$ cat src/rtl/seven_segment_monitor.sv
// Seven-segment scan monitor: samples a multiplexed anode/segment bus
// and rebuilds the displayed hex value, blank flags and decimal points.
module seven_segment_monitor #(
  parameter int SETTLE_CYCLES  = 16,
  parameter int TIMEOUT_CYCLES = 1_000_000
) (
  input  logic        clk,
  input  logic        reset,
  input  logic [3:0]  anode,
  input  logic [7:0]  segment,
  output logic [15:0] data_out,
  output logic [3:0]  digit_display,
  output logic [3:0]  digit_point,
  output logic [3:0]  digit_err,
  output logic        frame_strobe,
  output logic        display_active
);

  localparam int SW = (SETTLE_CYCLES > 1) ? $clog2(SETTLE_CYCLES) : 1;
  localparam int TW = (TIMEOUT_CYCLES > 1) ? $clog2(TIMEOUT_CYCLES) : 1;
  localparam logic [SW-1:0] SMAX = SW'(SETTLE_CYCLES - 1);
  localparam logic [TW-1:0] TMAX = TW'(TIMEOUT_CYCLES - 1);

  typedef enum logic [1:0] {IDLE, SETTLE, CAPT} state_t;

  state_t state, nstate;

  logic [3:0] a_s1, a_s2, a_p;
  logic [7:0] s_s1, s_s2, s_p;
  logic [SW-1:0] scnt;
  logic [TW-1:0] tcnt;
  logic [3:0] seen;

  logic [15:0] sh_data, nx_data;
  logic [3:0] sh_dis, nx_dis;
  logic [3:0] sh_pt, nx_pt;
  logic [3:0] sh_err, nx_err;

  logic valid, chg, settled, cap, frame, tmo;
  logic [1:0] idx;
  logic [6:0] seg7;
  logic [3:0] d_nib;
  logic d_dis, d_err;

  // 2-flop synchronisers plus a one-cycle history for change detection
  always_ff @(posedge clk) begin
    if (reset) begin
      a_s1 <= 4'hF;
      a_s2 <= 4'hF;
      a_p  <= 4'hF;
      s_s1 <= 8'hFF;
      s_s2 <= 8'hFF;
      s_p  <= 8'hFF;
    end else begin
      a_s1 <= anode;
      a_s2 <= a_s1;
      a_p  <= a_s2;
      s_s1 <= segment;
      s_s2 <= s_s1;
      s_p  <= s_s2;
    end
  end

  always_comb begin
    valid = 1'b1;
    idx   = 2'd0;
    unique case (1'b1)
      (a_s2 == 4'b1110): idx = 2'd0;
      (a_s2 == 4'b1101): idx = 2'd1;
      (a_s2 == 4'b1011): idx = 2'd2;
      (a_s2 == 4'b0111): idx = 2'd3;
      default:           valid = 1'b0;
    endcase
  end

  assign chg     = (a_s2 != a_p) || (s_s2 != s_p);
  assign settled = valid && !chg && (scnt == SMAX);
  assign frame   = (seen == 4'hF);
  assign tmo     = (tcnt == TMAX);

  always_ff @(posedge clk) begin
    if (reset) state <= IDLE;
    else       state <= nstate;
  end

  always_comb begin
    nstate = state;
    unique case (state)
      IDLE:   if (valid) nstate = SETTLE;
      SETTLE: begin
        if (!valid)       nstate = IDLE;
        else if (settled) nstate = CAPT;
      end
      CAPT: begin
        if (!valid)   nstate = IDLE;
        else if (chg) nstate = SETTLE;
      end
      default: nstate = IDLE;
    endcase
  end

  always_comb begin
    cap = (state == SETTLE) && settled;
  end

  assign seg7 = ~s_s2[6:0];

  always_comb begin
    d_nib = 4'h0;
    d_dis = 1'b1;
    d_err = 1'b0;
    case (seg7)
      7'h3F: d_nib = 4'h0;
      7'h06: d_nib = 4'h1;
      7'h5B: d_nib = 4'h2;
      7'h4F: d_nib = 4'h3;
      7'h66: d_nib = 4'h4;
      7'h6D: d_nib = 4'h5;
      7'h7D: d_nib = 4'h6;
      7'h07: d_nib = 4'h7;
      7'h7F: d_nib = 4'h8;
      7'h6F: d_nib = 4'h9;
      7'h77: d_nib = 4'hA;
      7'h7C: d_nib = 4'hB;
      7'h39: d_nib = 4'hC;
      7'h5E: d_nib = 4'hD;
      7'h79: d_nib = 4'hE;
      7'h71: d_nib = 4'hF;
      7'h00: d_dis = 1'b0;
      default: d_err = 1'b1;
    endcase
  end

  // shadow view with this cycle's capture folded in, so a capture
  // landing on the frame cycle is part of that frame
  always_comb begin
    nx_data = sh_data;
    nx_dis  = sh_dis;
    nx_pt   = sh_pt;
    nx_err  = sh_err;
    if (cap) begin
      nx_data[idx*4 +: 4] = d_nib;
      nx_dis[idx]         = d_dis;
      nx_pt[idx]          = ~s_s2[7];
      nx_err[idx]         = d_err;
    end
  end

  always_ff @(posedge clk) begin
    if (reset) begin
      scnt           <= '0;
      tcnt           <= '0;
      seen           <= 4'h0;
      sh_data        <= 16'h0;
      sh_dis         <= 4'h0;
      sh_pt          <= 4'h0;
      sh_err         <= 4'h0;
      data_out       <= 16'h0;
      digit_display  <= 4'h0;
      digit_point    <= 4'h0;
      digit_err      <= 4'h0;
      frame_strobe   <= 1'b0;
      display_active <= 1'b0;
    end else begin
      scnt <= (state == SETTLE && valid && !chg && scnt != SMAX)
            ? scnt + 1'b1 : '0;
      if (cap)       tcnt <= '0;
      else if (!tmo) tcnt <= tcnt + 1'b1;
      sh_data      <= nx_data;
      sh_dis       <= nx_dis;
      sh_pt        <= nx_pt;
      sh_err       <= nx_err;
      frame_strobe <= frame;
      if (frame) begin
        data_out       <= nx_data;
        digit_display  <= nx_dis;
        digit_point    <= nx_pt;
        digit_err      <= nx_err;
        seen           <= 4'h0;
        display_active <= 1'b1;
      end else if (tmo && !cap) begin
        seen           <= 4'h0;
        display_active <= 1'b0;
      end else if (cap) begin
        seen[idx] <= 1'b1;
      end
    end
  end

endmodule
$ cat config.mk
export PLATFORM = sky130hd
export DESIGN_NAME = seven_segment_monitor
export DESIGN_NICKNAME = d
export VERILOG_FILES = /design/src/rtl/seven_segment_monitor.sv
export SDC_FILE = /design/constraint.sdc
export NUM_CORES = 1
export LEC_CHECK = 0
export CORE_UTILIZATION = 39
export CTS_BUF_LIST = sky130_fd_sc_hd__clkbuf_4
export CTS_CLUSTER_SIZE = 8
export DETAILED_ROUTE_END_ITERATION = 8
export GPL_ROUTABILITY_DRIVEN = 1
export HOLD_SLACK_MARGIN = 0.08
export SYNTH_ARGS = -nofsm -noshare
export SYNTH_HDL_FRONTEND = slang
export SYNTH_SLANG_ARGS = --single-unit
$ cat constraint.sdc
create_clock -name clk -period 2.8 [get_ports clk]
set_input_delay 0.42 -clock clk [delete_from_list [all_inputs] [get_ports clk]]
set_output_delay 0.42 -clock clk [all_outputs]
set_load 0.02 [all_outputs]
==> qor.yml, run 1 <==
status: "completed"
worst_ep_arrival_time_ps: 2980
drv_slew: 0
slew_headroom: 0.512
std_cell_rows: 41
drt-pass1-iter-count: 4
crit_path_max_fanout: 9
post_cts_resized: 0
synth_edf_count: 0
start_kind: "flop"
cts_setup_buffers: 0
cts_buffers: 17
nets: 635
fin_crit_ps: 2500
met1_usage: 0.206
dpl.hpwl_um: 7210
fin_crit_sh: 0.895
synth.most_common_cell: "dfxtp_1"
power_density_nw_per_um2: 563
yosysTopAreaCellShare: 0.475
synth_top_cells_by_count: "dfxtp_1, nand2_1, nor2_1, or2_2, nand3_1"
dr.first_iter.drc_count: 147
hp-class: "input pin to flop"
endpoint_kind: "flop"
clock_path_buffers: 2
clk_latency_ps: 540
max-cap-violations: 0
hold_violations: 0
syn_area_per_cell_um2: 9.06
viasPerCell: 4.95
yosysSeqAreaShare: 0.475
die_w_um: 118
htreeDepth: 4
hold_slack_ps: 265
antenna_found_initial: 0
yosysWarnings: 0
grt_use_total: 0.159
synth-async-reset-ratio: 0
worst_slack_ps: 295
rsz0062_at_grt: "no"
vias: 3953
design.portCount: 44
synth-seq-cells: 124
p_leak_nw: 2.18
ff_latch_area_um2: 2480
die_y_um: 118
antenna_left: 0
hold_buffers: 0
initial_core_util: 0.407
cts_tree: "built"
drc: 0
port-buffer-count: 43
drive_gt1_frac: 0.158
min_path_cells: 2
syn-num-nets: 597
area_growth_pct: 16.7
fp.coreArea_um2: 12800
cts-root-buf: "clkbuf_4"
max_freq_mhz: 399
met2_usage: 0.248
cts_sinks: 124
grt_max_degree: 40
cts.reportedPaths.clkPinSlew_ps: 110
overflow: 0
synth.area.top_cells: "dfxtp_1, or2_2, nand2_1, nor2_1, xnor2_1"
yosys.area.top_type: "dfxtp_1"
crit_required_ps: 3270
grt_pass1_wl_um: 17500
vdd_drop_max_v: 0.000279
netlist_area_um2: 5220
tightestPinTransition_ps: 729
hold_start: "reset"
finClkSkew_ps: 20.3
gr-usage-met3: 0.0436
grt-busiest-layer: "met2"
tns_ps: 0
wl_per_cell_um: 12.9
die-area_um2: 13900
synth_cells: 576
diodes: 0
worst_r2r_startpoint: "a_s2[3]$_SDFF_PP1_"
gp_congestion: 0.757
grt_pass1_vias: 3674
worstSetupStartpoint: "a_s2[3]$_SDFF_PP1_"
multi_input_area_um2: 2520
synth_cell_types: 61
reg2reg_depth: 9
synthFlopType: "dfxtp_1"
drt_wl_total_um: 10300
n_fill_cell: 1239
finalSetupViolCount: 0
pre_cts_slack_ps: 320
crit_type: "flop to flop"
power by group:
part	switching [mW]	total (mW)	leakage (nW)	internal (mW)
logic	0.0961	0.173	0.995	0.0764
clock network	0.656	1.44	0.179	0.782
registers	0.0279	1.82	1.01	1.79
total	0.780	3.43	2.18	2.65
layout by cell type, fill, tap and decap left out, types with 9 or more instances in the layout:
cell type        instances
dfxtp_1                124
nand2_1                 67
nor2_1                  55
clkdlybuf4s50_1         42
or2_2                   41
nand3_1                 23
xnor2_1                 22
a21oi_1                 22
clkbuf_4                17
inv_1                   16
o21ai_0                 14
xor2_1                  12
nor3_1                  12
o21ai_1                 12
nand4_1                 10
nor3b_1                  9
mux2i_1                  9
worst max-delay path, cell delays in order (launching register included):
cell and delay [ps]:
dfxtp_1 530, xor2_1 170, and3_1 370, inv_1 120, ha_1 360, nand2_1 80, nor4b_2 300, and2_1 290
nand2_1 80, a21oi_1 160
final timing paths:
path / endpoint / slack, ps
max: sh_data[8]$_SDFF_PP0_ / 300
min reg2reg: s_s2[6]$_SDFF_PP1_ / 410
min: display_active$_SDFFE_PP0P_ / 260
max reg2reg: sh_data[8]$_SDFF_PP0_ / 300
kinds of logic after synthesis:
family / count (synthesis) / share of synthesized area
flops: 124 / 0.475
simple gates: 271 / 0.284
mux: 10 / 0.0194
compound gates: 80 / 0.0968
buf+inv: 48 / 0.0424
xor+xnor: 36 / 0.0654
fa+ha+maj: 7 / 0.0168
flip-flops by register name, indices dropped and copies added, names as in the netlist, 8 cells and up:
register  flops
sh_data      16
s_s1          8
s_p           8
data_out     16
tcnt         20
s_s2          8
area by class of cell:
| cell class | count | area share |
|---|---|---|
| timing repair buffer | 51 | 0.0797 |
| inverter | 16 | 0.00986 |
| multi-input combinational | 404 | 0.413 |
| clock buffer | 17 | 0.0210 |
| tap | 172 | 0.0353 |
| clock inverter | 15 | 0.0333 |
| sequential | 124 | 0.408 |
metal layers:
layer / wire (um) / vias up
li1: - / 2041
met4: 190 / 0
met1: 5090 / 1814
met3: 458 / 16
met5: 0 / -
met2: 4560 / 82
metrics by stage:
stage | area, um^2 | utilization | instances | power [mW]
floorplan | 5220 | - | 576 | 1.98
global placement | 5760 | 0.449 | 767 | 2.03
detailed placement | 5760 | 0.449 | 767 | 2.03
CTS | 6090 | 0.475 | 799 | 3.48
global route | 6090 | 0.475 | 799 | 3.58
finish | 6090 | 0.475 | 799 | 3.43
No activity file was read; power rests on OpenSTA's default activity.
==> run 2: changes to the inputs <==
SLEW_MARGIN = 25   (was unset)
==> results of run 2 <==
Final layout, timing and power as in run 1 (identical DEF).
